### src/rtl/yec_if.sv
// -----------------------------------------------------------------------------
// yec_if -- result handshake between y_event_counter and its consumer.
//
// Signals
//   cnt        result: rising-edge count of Y for the last completed window
//   cnt_valid  cnt holds a result the consumer has not yet accepted
//   cnt_ready  consumer accepts cnt in this cycle
//
// Modports
//   master  the counter side (drives cnt / cnt_valid, samples cnt_ready)
//   slave   the consumer side
// -----------------------------------------------------------------------------
interface yec_if #(
   parameter int CW = 8
);
   logic [CW-1:0] cnt;
   logic          cnt_valid;
   logic          cnt_ready;

   modport master (output cnt, output cnt_valid, input cnt_ready);
   modport slave  (input cnt, input cnt_valid, output cnt_ready);
endinterface : yec_if

### src/rtl/y_event_counter.sv
// -----------------------------------------------------------------------------
// y_event_counter -- counts rising edges of the Mealy output Y over a fixed
// window of enabled clock cycles and offers each window's count to a consumer
// through a valid/ready handshake. Results that arrive while the previous one
// is still pending are dropped and flagged by a sticky overflow bit.
//
// Parameters
//   WINDOW  window length in enabled clk cycles (2..65535)
//   CW      event count width in bits
//
// Ports
//   clk      single clock, rising edge
//   rst      synchronous, active-high reset
//   y_i      Y from the upstream FSM stage
//   en_i     counting enable; low aborts the current window and idles
//   res_if   result handshake (cnt / cnt_valid / cnt_ready), master side
//   ovf_o    sticky: at least one window result was dropped
//
// Configuration macro
//   YEC_SATURATE_EN  when defined, the event count and the loaded result
//                    saturate at 2**CW-1; otherwise they wrap modulo 2**CW.
// -----------------------------------------------------------------------------
module y_event_counter #(
   parameter int WINDOW = 16,
   parameter int CW     = 8
) (
   input  logic  clk,
   input  logic  rst,
   input  logic  y_i,
   input  logic  en_i,
   yec_if.master res_if,
   output logic  ovf_o
);

   localparam int            WW    = $clog2(WINDOW);
   localparam logic [WW-1:0] WLAST = WW'(WINDOW - 1);

   typedef enum logic {
      IDLE  = 1'b0,
      COUNT = 1'b1
   } state_t;

   state_t        state_q;
   logic [WW-1:0] wcnt_q;
   logic [CW-1:0] ecnt_q;
   logic          y_d_q;
   logic [CW-1:0] cnt_q;
   logic          cnt_valid_q;
   logic          ovf_q;

   logic          event_d;
   logic [CW-1:0] ecnt_d;
   logic          accept_d;

   // An event is Y rising relative to last cycle's sample. ecnt_d is both the
   // running count for the next cycle and the result loaded at window end, so
   // an event in the final window cycle is included in that window.
   always_comb begin
      event_d  = y_i & ~y_d_q;
      accept_d = cnt_valid_q & res_if.cnt_ready;
`ifdef YEC_SATURATE_EN
      ecnt_d   = (event_d && ecnt_q != '1) ? ecnt_q + 1'b1 : ecnt_q;
`else
      ecnt_d   = ecnt_q + CW'(event_d);
`endif
   end

   // NOTE: every register here uses <= so all updates see pre-edge values;
   // later assignments in the block deliberately override earlier ones.
   always_ff @(posedge clk) begin
      if (rst) begin
         state_q     <= IDLE;
         wcnt_q      <= '0;
         ecnt_q      <= '0;
         y_d_q       <= 1'b0;
         cnt_q       <= '0;
         cnt_valid_q <= 1'b0;
         ovf_q       <= 1'b0;
      end else begin
         y_d_q <= y_i;

         // Handshake completes independently of the window state; a window
         // ending in this same cycle re-asserts cnt_valid below.
         if (accept_d) begin
            cnt_valid_q <= 1'b0;
         end

         case (state_q)
            IDLE: begin
               // The cycle in which EN rises is already the first window
               // cycle. WINDOW >= 2, so it can never also be the window end.
               if (en_i) begin
                  state_q <= COUNT;
                  wcnt_q  <= wcnt_q + 1'b1;
                  ecnt_q  <= ecnt_d;
               end else begin
                  wcnt_q  <= '0;
                  ecnt_q  <= '0;
               end
            end

            COUNT: begin
               if (!en_i) begin
                  // Abort: the partial window is discarded silently.
                  state_q <= IDLE;
                  wcnt_q  <= '0;
                  ecnt_q  <= '0;
               end else if (wcnt_q == WLAST) begin
                  wcnt_q <= '0;
                  ecnt_q <= '0;
                  if (!cnt_valid_q || res_if.cnt_ready) begin
                     cnt_q       <= ecnt_d;
                     cnt_valid_q <= 1'b1;
                  end else begin
                     ovf_q <= 1'b1;
                  end
               end else begin
                  wcnt_q <= wcnt_q + 1'b1;
                  ecnt_q <= ecnt_d;
               end
            end

            default: begin
               state_q <= IDLE;
            end
         endcase
      end
   end

   assign res_if.cnt       = cnt_q;
   assign res_if.cnt_valid = cnt_valid_q;
   assign ovf_o            = ovf_q;

endmodule : y_event_counter

### src/flat_wrapper.sv
// flat-port wrapper written by rule: the top's interface ports become plain ports
module y_event_counter_flat 
#(
   parameter int WINDOW = 16,
   parameter int CW     = 8
)
  (clk, rst, y_i, en_i, ovf_o, res_if_cnt, res_if_cnt_valid, res_if_cnt_ready);
  yec_if #(.CW(CW)) res_if_i ();
  input  logic clk;
  input  logic rst;
  input  logic y_i;
  input  logic en_i;
  output logic ovf_o;
  output wire logic [$bits(res_if_i.cnt)-1:0] res_if_cnt;
  output wire logic [$bits(res_if_i.cnt_valid)-1:0] res_if_cnt_valid;
  input wire logic [$bits(res_if_i.cnt_ready)-1:0] res_if_cnt_ready;
  assign res_if_cnt = res_if_i.cnt;
  assign res_if_cnt_valid = res_if_i.cnt_valid;
  assign res_if_i.cnt_ready = res_if_cnt_ready;
  y_event_counter #(.WINDOW(WINDOW), .CW(CW)) u_core (.clk(clk), .rst(rst), .y_i(y_i), .en_i(en_i), .res_if(res_if_i), .ovf_o(ovf_o));
endmodule
### config.mk
export PLATFORM = sky130hd
export DESIGN_NAME = y_event_counter_flat
export DESIGN_NICKNAME = d
export VERILOG_FILES = /design/src/rtl/yec_if.sv /design/src/rtl/y_event_counter.sv /design/src/flat_wrapper.sv
export SDC_FILE = /design/constraint.sdc
export NUM_CORES = 1
export LEC_CHECK = 0
export BUFFER_PORTS_ARGS = -buffer_cell sky130_fd_sc_hd__buf_2
export CORE_MARGIN = 2
export CORE_UTILIZATION = 52
export DETAILED_ROUTE_END_ITERATION = 12
export PLACE_DENSITY = 0.74
export SLEW_MARGIN = 20
export SYNTH_ARGS = -nofsm -noshare
export SYNTH_HDL_FRONTEND = slang
export SYNTH_SLANG_ARGS = --single-unit
### constraint.sdc
create_clock -name clk -period 2 [get_ports clk]
set_input_delay 0.3 -clock clk [delete_from_list [all_inputs] [get_ports clk]]
set_output_delay 0.3 -clock clk [all_outputs]
set_load 0.02 [all_outputs]
After elaboration in Yosys (flattened, before gate mapping)
Cells that the tools add are included.

storage, ports and cells
  input port bits = 5
  word-level logic and storage cells = 33
  register bits = 24

operators by class
  equality and inequality tests = 1
  reductions and logical operators = 4
  $add $sub $neg = 2
  mux-type cells = 14
  bitwise gates (word level) = 5

operators with widths
  operator             number
  $mux 8               3
  $pmux 8 s2           1
  $mux 4               3
  $add 8x1->8          1
  $pmux 4 s2           1
  $reduce_and 4->1     2
  $mux 1               6
  $add 4x1->4 const B  1
  $eq 4x4->1 const B   1
  $not 1->1            3
  $and 1x1->1          2
  $logic_not 1->1      1
  $logic_or 1x1->1     1

Depth between registers and ports, before layout
Gate-level depths: netlist of run 1.

  depth after elaboration = 6
  gate-level depth with buffers = 6
  mapped depth without buffers = 6

Least setup slack after synthesis of run 1
Ideal clock, no wire load.

  kind = input port to flip-flop
  from = in y_i
  to = reg u_core.cnt_q[6], in the netlist u_core.res_if.cnt[6]
  cell stages on the path = 6
  path slack = 0.477 ns
  buffers on the path = 0
  arrival time = 1.432 ns
  library setup time = 0.091 ns
  path through = nor2b_1 ha_1 ha_1 nand2_1 or3_1 a311oi_1

on the way
  word-level cells in the longest chain between the ends = 2

RTL lines
  item                  RTL line                text
  from (decl)           flat_wrapper.sv:11      input logic y_i;
  $and 1x1->1           y_event_counter.sv:59   event_d = y_i & ~y_d_q;
  $add 8x1->8           y_event_counter.sv:64   ecnt_d = ecnt_q + CW'(event_d);
  to (signal assigned)  y_event_counter.sv:112  cnt_q <= ecnt_d;
  to (decl)             y_event_counter.sv:47   logic [CW-1:0] cnt_q;

Every way passes these cells.
A chain may end at the register's enable or synchronous reset.

Final worst setup path of run 1
  from = reg u_core.y_d_q
  to = reg u_core.cnt_q[6], in the netlist u_core.res_if.cnt[6]

on the way
  word-level cells in the longest chain between the ends = 3

RTL lines
  item                    RTL line               text
  from (decl)             y_event_counter.sv:46  logic y_d_q;
  from (signal assigned)  y_event_counter.sv:80  y_d_q <= y_i;
  $not 1->1               y_event_counter.sv:59
  $and 1x1->1             y_event_counter.sv:59
  $add 8x1->8             y_event_counter.sv:64

Every way passes these cells.

==> summary.md, run 1 <==
| Metric | Value |
|---|---|
| Cts-stage hold buffer count | 0 |
| Static leakage | approximately 0.4 nW |
| Mean Syn Cell Area | between 9 and 10 sq um |
| RR Startpoint | u_core.y_d_q |
| DR iter-0 viols | 10 |
| Cts repair resizes | 0 |
| DRC viols | 0 |
| Clock root buffer master | clkbuf_4 |
| CP Data Arrival Time | 1.89 ns |
| Worst hold stages | 2 |
| Fin cells | 125 |
| Vias in the first global route | 710 |
| M3 GR Usage | 0.03571 |
| Clk sinks | 24 |
| Detailed placer's ending HPWL | 1343 um |
| Critical Path Sink | u_core.res_if.cnt[6] |
| Total length of routed wires | roughly 1700 um |
| Pwr per Cell Area | roughly 740 nW/um^2 |
| Dpl cells | ~120 |
| Vias | 720 |
| Period utilisation layout | 0.8311 |
| Largest net degree at the start of global routing | 14 |
| Commonest non-fill, non-tap cells in the layout | 24 x dfxtp_1, 14 x buf_2, 7 x nor2_1, 7 x a31oi_1, 6 x a21oi_1 |
| CTS clk-pin slew, worst paths | roughly 0.12 ns |
| Final Hold Fails | 0 |
| DR vias/cell | between 5 and 6 |
| Area Overhead vs Synth | 13.00% |
| Met2 Use GR | 0.3222 |
| Adder-cell share of the synthesized area | 0.04104 |
| Cell count of the worst reg-to-reg path | 6 |
| Synth Cell Area | around 910 sq um |
| Crit start category | flip-flop |
| GPL Wtd Cong | around 0.76 |
| MaxCap Viol Count | 0 |
| CTS Buffer Depth | 2 |
| CTS tree | built |
| DIE AREA | roughly 2100 sq um |
| Status | completed |
| Sequential-to-total area share from yosys stat | 0.5253 |
| Post-synthesis register bit count | 24 |
| PortBufs | 14 |
| Area of the multi-input gates | approximately 410 sq um |
| Setup violators final | 0 |
| Busiest grt layer | met2 |
| Synth warn | 0 |
| Critical path type | flip-flop to flip-flop |
| Post-CTS setup buffers | 0 |
| Post-Synthesis Cells | a little over 90 |
| Syn Nets | 101 |
| Relative slew margins | 0.7347 |
| Worst Path Max Fanout | 3 |
| Hold Path Class | primary input to flip-flop |
| TritonCTS buffer count | 3 |
| Worst vdd ir | a little under 0.6 mV |
| Share of layout cells above drive strength 1 | 0.1944 |
| Maximum clock rate | 0.6016 GHz |
| RSZ-0062 raised after global routing | false |
| WL/cell | 13.69 um |
| FF+latch area | 480.5 sq um |
| Crit path time final | between 1.5 and 2 ns |
| Simple-gate share of the synthesized area | 0.1970 |
| Synth cell types | 26 |
| Synth Area in Compound Gates | 0.1669 |
| # IOs | 15 |
| H-tree depth | 1 |
| Reg2Reg Setup Slack | approximately 0.34 ns |
| Worst-Margin Slew | 0.3958 ns |
| Core ar. | 1689 sq um |
| CP endpoint kind | flip-flop |
| Worst EP required | between 2 and 2.5 ns |
| FP Rows | 15 |
| Fillcell total | 150 |
| Grt met1 use | 0.2518 |
| Global-route wire length before repair | ~3000 um |
| Die height | ~46 um |
| TNS Setup | 0 ns |
| Largest family of logic cells by synthesized area | simple AND/OR/NAND/NOR gates |
| Detail Route Antenna Nets | 0 |
| Initial antenna violation count | 0 |
| RR Endpoint | u_core.res_if.cnt[6] |
| Mux cell area share after synthesis | 0 |
| Commonest non-fill, non-tap cell in the layout | dfxtp_1 |
| Critical path origin | u_core.y_d_q |
| Die X | 45.94 um |
| TritonRoute pass-1 iters | 4 |
| Worst-Skew Late Latency | roughly 0.31 ns |
| Setup Skew | ~0.0056 ns |
| Post-Synth XOR/XNOR Area | 0.04788 |
| Total gr overflow | 0 |
| GR Util All Layers | 0.1958 |
| Nets | between 100 and 150 |
| Fin. max-slew vios | 0 |
| # diodes | 0 |
| Starting Density | 0.5415 |
[layer usage]
metal  up-vias  share of wire
li1        376              -
met1       328           0.48
met2        12           0.48
met3         4          0.024
met4         0          0.015
met5         -              0
[cells in the mapped netlist]
master	count	area (sq um)
nand3_2	1	10.01
o21ai_0	3	15.01
nor3_2	1	10.01
ha_1	3	37.54
a311oi_1	3	26.28
dfxtp_1	24	480.5
nand4_1	4	25.02
o31ai_1	2	15.01
inv_1	1	3.750
a21oi_1	6	30.03
xnor2_1	2	17.52
xor2_1	3	26.28
nand3_1	3	15.01
nand2_1	3	11.26
nor2_1	7	26.28
and3_1	3	18.77
a211oi_1	3	22.52
nand2b_1	1	6.260
clkbuf_1	2	7.510
nor3_1	1	5.000
a31oi_1	7	43.79
and4_1	1	8.760
buf_2	1	5.000
or3_1	3	18.77
buf_1	1	3.750
nor2b_1	4	25.02
[stage by stage]
step | utilization | hold WS, ns | setup WS (ns) | cell area [sq um] | total power [mW]
floorplan | - | 0.3716 | 0.4774 | 914.6 | 0.5123
global placement | 0.5904 | 0.4374 | 0.3299 | 997.2 | 0.5212
detailed placement | 0.5904 | 0.4476 | 0.2262 | 997.2 | 0.5218
CTS | 0.6119 | 0.2423 | 0.3212 | 1033 | 0.7678
global route | 0.6119 | 0.2396 | 0.2209 | 1033 | 0.7889
finish | 0.6119 | 0.2400 | 0.3379 | 1033 | 0.7601
[critical path: stages (launching register included)]
cell	delay, ns
dfxtp_1	0.33
nor2b_1	0.13
ha_1	0.21
ha_1	0.22
nand2_1	0.08
or3_1	0.36
a311oi_1	0.26
[worst min-delay path by stage]
stage,startpoint,to,slack [ns]
floorplan,rst,u_core.y_d_q,0.37
global placement,u_core.wcnt_q[0],u_core.wcnt_q[0],0.44
detailed placement,u_core.wcnt_q[0],u_core.wcnt_q[0],0.45
CTS,y_i,u_core.y_d_q,0.24
global route,y_i,u_core.y_d_q,0.24
finish,y_i,u_core.y_d_q,0.24
[state kept, by name, indices dropped and copies added (netlist names)]
| name | cells |
|---|---|
| u_core.y_d_q | 1 |
| u_core.state_q | 1 |
| u_core.res_if.cnt_valid | 1 |
| u_core.res_if.cnt | 8 |
| u_core.wcnt_q | 4 |
| u_core.ecnt_q | 8 |
| u_core.ovf_o | 1 |
[final cells by class]
class,count,share of cell area
Inverter,1,0.003632
Timing Repair Buffer,15,0.07506
Clock buffer,4,0.03511
Tap cell,17,0.02058
Sequential cell,24,0.4649
Multi-Input combinational cell,64,0.4007
[power by group]
group | leakage [nW] | switching (mW) | total (mW) | internal (mW)
combinational | 0.186 | 0.0166 | 0.0254 | 0.00884
clock | 0.0210 | 0.138 | 0.249 | 0.111
sequential | 0.194 | 0.00253 | 0.486 | 0.483
total | 0.401 | 0.157 | 0.760 | 0.603
[cells by family (layout without fill, tap and decap cells)]
group / Yosys count / in the layout
buffers and inverters: 5 / 20
and+or+nand+nor: 32 / 32
DFF: 24 / 24
xor gates and xnor gates: 5 / 5
AOI/OAI and AO/OA: 24 / 24
adders and majority gates: 3 / 3
(Power assumes the default switching activity.)
==> inputs of run 2 (changes only) <==
--- a/config.mk
+++ b/config.mk
@@ -5,11 +5,12 @@
 export SDC_FILE = /design/constraint.sdc
 export NUM_CORES = 1
 export LEC_CHECK = 0
+export ABC_AREA = 1
 export BUFFER_PORTS_ARGS = -buffer_cell sky130_fd_sc_hd__buf_2
 export CORE_MARGIN = 2
-export CORE_UTILIZATION = 52
+export CORE_UTILIZATION = 48
 export DETAILED_ROUTE_END_ITERATION = 12
-export PLACE_DENSITY = 0.74
+export PLACE_DENSITY = 0.72
 export SLEW_MARGIN = 20
 export SYNTH_ARGS = -nofsm -noshare
 export SYNTH_HDL_FRONTEND = slang
==> constraint.sdc (replaced) <==
create_clock -name clk -period 1.41 [get_ports clk]
set_input_delay 0.2115 -clock clk [delete_from_list [all_inputs] [get_ports clk]]
set_output_delay 0.2115 -clock clk [all_outputs]
set_load 0.02 [all_outputs]
==> summary.md, run 2 <==
| Metric | Value |
|---|---|
| GPL Wtd Cong | 0.7614 (+0.62%) |
| FP Rows | 16 (+1) |
| Internal power | 801.7 uW (+33%) |
| Area Overhead vs Synth | 17.74% |
| Cts-stage hold buffer count | 0 (unchanged) |
| Commonest non-fill, non-tap cells in the layout | 29 x nor2_1, 24 x nand2_1, 24 x dfxtp_1 |
| Top cell type by total area after synthesis | dfxtp_1 |
| Top cells by count, synth | 29 x nor2_1, 25 x nand2_1, 24 x dfxtp_1, 15 x inv_1, 6 x a21oi_1 |
| Pwr per Cell Area | 875.3 nW/um^2 (+19%) |
| Commonest non-fill, non-tap cell in the layout | nor2_1 |
| Crit start category | flip-flop |
| MaxCap Viol Count | 0 (unchanged) |
| TNS Setup | 0 ns (unchanged) |
| CP Data Arrival Time | 1.57 ns (-0.32 ns) |
| Syn Nets | 135 (+34%) |
| Global-route wire length before repair | 2904 um (-4.5%) |
| Post-synthesis register bit count | 24 (unchanged) |
| Post-synth EDFFs | 0 (unchanged) |
| Setup ws final | 0.09271 ns (-0.2452 ns) |
| Sequential-to-total area share from yosys stat | 0.4867 (-0.03862) |
| Largest net degree at the start of global routing | 13 (-1) |
| DRC viols | 0 (unchanged) |
| Reg2Reg Setup Slack | 0.09 ns (-0.25 ns) |
| FFs w/ async S/R, synth | 0 (unchanged) |
| GR Util All Layers | 0.1539 (-0.04188) |
| RSZ-0062 raised after global routing | false |
| Maximum clock rate | 0.7591 GHz (+26%) |
| H-tree depth | 1 (unchanged) |
| Hold Path Class | primary input to flip-flop |
| Crit path time final | 1.317 ns (-0.3448 ns) |
| Net load switching power | 215.6 uW (+38%) |
| DR vias/cell | 4.647 (-19%) |
| Initial antenna violation count | 0 (unchanged) |
| Status | completed |
| Setup Skew | 0.002217 ns (-0.003404 ns) |
| Cell count of the worst reg-to-reg path | 6 (unchanged) |
| Worst-Margin Slew | 0.2134 ns (-0.1823 ns) |
| Met2 Use GR | 0.2703 (-0.05195) |
| Final Hold Fails | 0 (unchanged) |
| Synth cell types | 19 (-27%) |
| TritonRoute pass-1 iters | 4 (unchanged) |
| Clock root buffer master | clkbuf_4 |
| Detail Route Antenna Nets | 0 (unchanged) |
| DR iter-0 viols | 8 (-2) |
| Die X | 49.35 um (+7.4%) |
| Post-synth top area share | 0.4867 (-0.03862) |
| Period utilisation layout | 0.9342 (+0.1032) |
| CP endpoint kind | flip-flop |
| Fin. max-slew vios | 0 (unchanged) |
| Core ar. | 1942 sq um (+15%) |
| Min-Delay Endpoint | u_core.y_d_q |
| Worst-Skew Late Latency | 0.30 ns (about the same) |
| Worst vdd ir | 0.7120 mV (+22%) |
| Worst hold stages | 3 (+1) |
| Total length of routed wires | 1755 um (+2.6%) |
| PortBufs | 14 (unchanged) |
| Setup violators final | 0 (unchanged) |
| Comb pwr share | 0.044 (+0.011) |
| Worst Path Max Fanout | 7 (+4) |
| CTS tree | built |
| Placed Area | 1091 sq um (+9.4%) |
| Grt met1 use | 0.1795 (-0.07230) |
| Starting Density | 0.5084 (-0.03310) |
| RR Startpoint | u_core.wcnt_q[0] |
| Fillcell total | 199 (+33%) |
| # IOs | 15 (unchanged) |
| WL/cell | 10.14 um (-26%) |
| Vias in the first global route | 717 (+0.99%) |
| Relative slew margins | 0.8567 (+0.1220) |
| Clk sinks | 24 (unchanged) |
| Synth top area cells | dfxtp_1 49%, nor2_1 11%, nand2_1 9.5% |
| DIE AREA | 2435 sq um (+15%) |
| Synth Cell Area | 987.2 sq um (+7.9%) |
| Static leakage | 0.5205 nW (+30%) |
| Busiest grt layer | met2 |
| CTS clk-pin slew, worst paths | 0.12 ns (about the same) |
| Die height | 49.35 um (+7.4%) |
| TritonCTS buffer count | 3 (unchanged) |
| Share of layout cells above drive strength 1 | 0.2329 (+0.03843) |
| CTS Buffer Depth | 2 (unchanged) |
| Nets | 156 (+33%) |
| Total gr overflow | 0 (unchanged) |
| Worst EP required | 1.66 ns (-0.57 ns) |
| RR Endpoint | u_core.res_if.cnt[4] |
| Mean Syn Cell Area | 7.773 sq um (-21%) |
| Finished Cell Area | 1162 sq um (+12%) |
| Switching Share | 0.2119 (+0.005645) |
| # diodes | 0 (unchanged) |
| Critical path type | flip-flop to flip-flop |
| M3 GR Usage | 0.05521 (+0.01950) |
| Post-Synthesis Cells | 127 (+37%) |
| Detailed placer's ending HPWL | 1297 um (-3.4%) |
| Flop pwr share | 0.679 (+0.040) |
| Synth warn | 0 (unchanged) |
| Vias | 804 (+12%) |
| Hold Startpoint | y_i |
| Ys flop type | dfxtp_1 |
| Most common cell in the synthesized netlist | nor2_1 |
| Setup WS pre-CTS | 0.01262 ns (-0.2136 ns) |
| Clock Power Share | 0.277 (-0.050) |
[run 2: changes by cell type in the layout (fill, tap and decap cells not counted), sizes merged, moves of 3 or more]
cell	before	now
nand2	3	28
nor2	7	32
inv	1	15
a31oi	7	0
nor2b	4	0
a211oi	3	0
a311oi	3	0
nand4	4	1
o21ai	3	6
or3	3	0
[run 2: worst max-delay path by stage]
stage,from,endpoint,slack [ns],cells past startpoint
2_1_floorplan,u_core.y_d_q,u_core.res_if.cnt[4],0.17,10
4_1_cts,u_core.y_d_q,u_core.res_if.cnt[4],0.008,10
6_report,u_core.wcnt_q[0],u_core.res_if.cnt[4],0.09,6
5_1_grt,u_core.y_d_q,u_core.res_if.cnt[6],0.006,10
3_5_place_dp,y_i,u_core.res_if.cnt[4],0.01,12
3_3_place_gp,y_i,u_core.res_if.cnt[6],0.06,12
[run 2: metrics by stage]
stage / hold WS (ns) / instances / power, mW / util
after detailed placement: 0.4352 / 168 / 0.7467 / 0.5619
after floorplan: 0.2806 / 127 / 0.7308 / -
after global placement: 0.4283 / 168 / 0.7446 / 0.5619
final: 0.1158 / 173 / 1.017 / 0.5986
after CTS: 0.1101 / 171 / 1.026 / 0.5735
after global routing: 0.1242 / 173 / 1.065 / 0.5986
[run 2: what timing repair did]
action,CTS,global route
buffers inserted,0,2
gates resized for setup,0,9
endpoints found under the setup margin,0,6
[run 2: metal layers]
layer | up-vias | share of wire
li1 | 434 | -
met1 | 358 | 0.44
met2 | 12 | 0.53
met3 | 0 | 0.027
met4 | 0 | 0
met5 | - | 0
[run 2: final cells by class]
type                            instances  area [sq um]  area share
Clock buffer                            3         22.52     0.01938
Inverter                               15         56.30     0.04844
Multi-Input combinational cell         88         484.2      0.4166
Sequential cell                        24         480.5      0.4133
Tap cell                               27         33.78     0.02906
Timing Repair Buffer                   16         85.08     0.07320
[run 2: power groups by stage]
stage	Sequential, mW	Combinational (mW)	Clock [mW]
2_1_floorplan	0.704	0.0269	0
3_3_place_gp	0.704	0.0402	0
3_5_place_dp	0.705	0.0417	0
4_1_cts	0.690	0.0417	0.294
5_1_grt	0.692	0.0508	0.322
6_report	0.691	0.0445	0.282
[run 2: kinds of logic after synthesis]
group / synth area share
flip-flops: 0.4867
buffers and inverters: 0.05703
AO/OA/AOI/OAI: 0.07859
adder cells (fa/ha/maj): 0.03803
AND/OR/NAND/NOR: 0.3130
XOR/XNOR: 0.02662
[run 2: critical path, cell delays in order, from the launching register on]
cell and delay [ns]:
dfxtp_1 0.42, ha_4 0.18, nand4_2 0.17, nor2_4 0.23, buf_4 0.14, o21ai_1 0.05, nor2_1 0.08
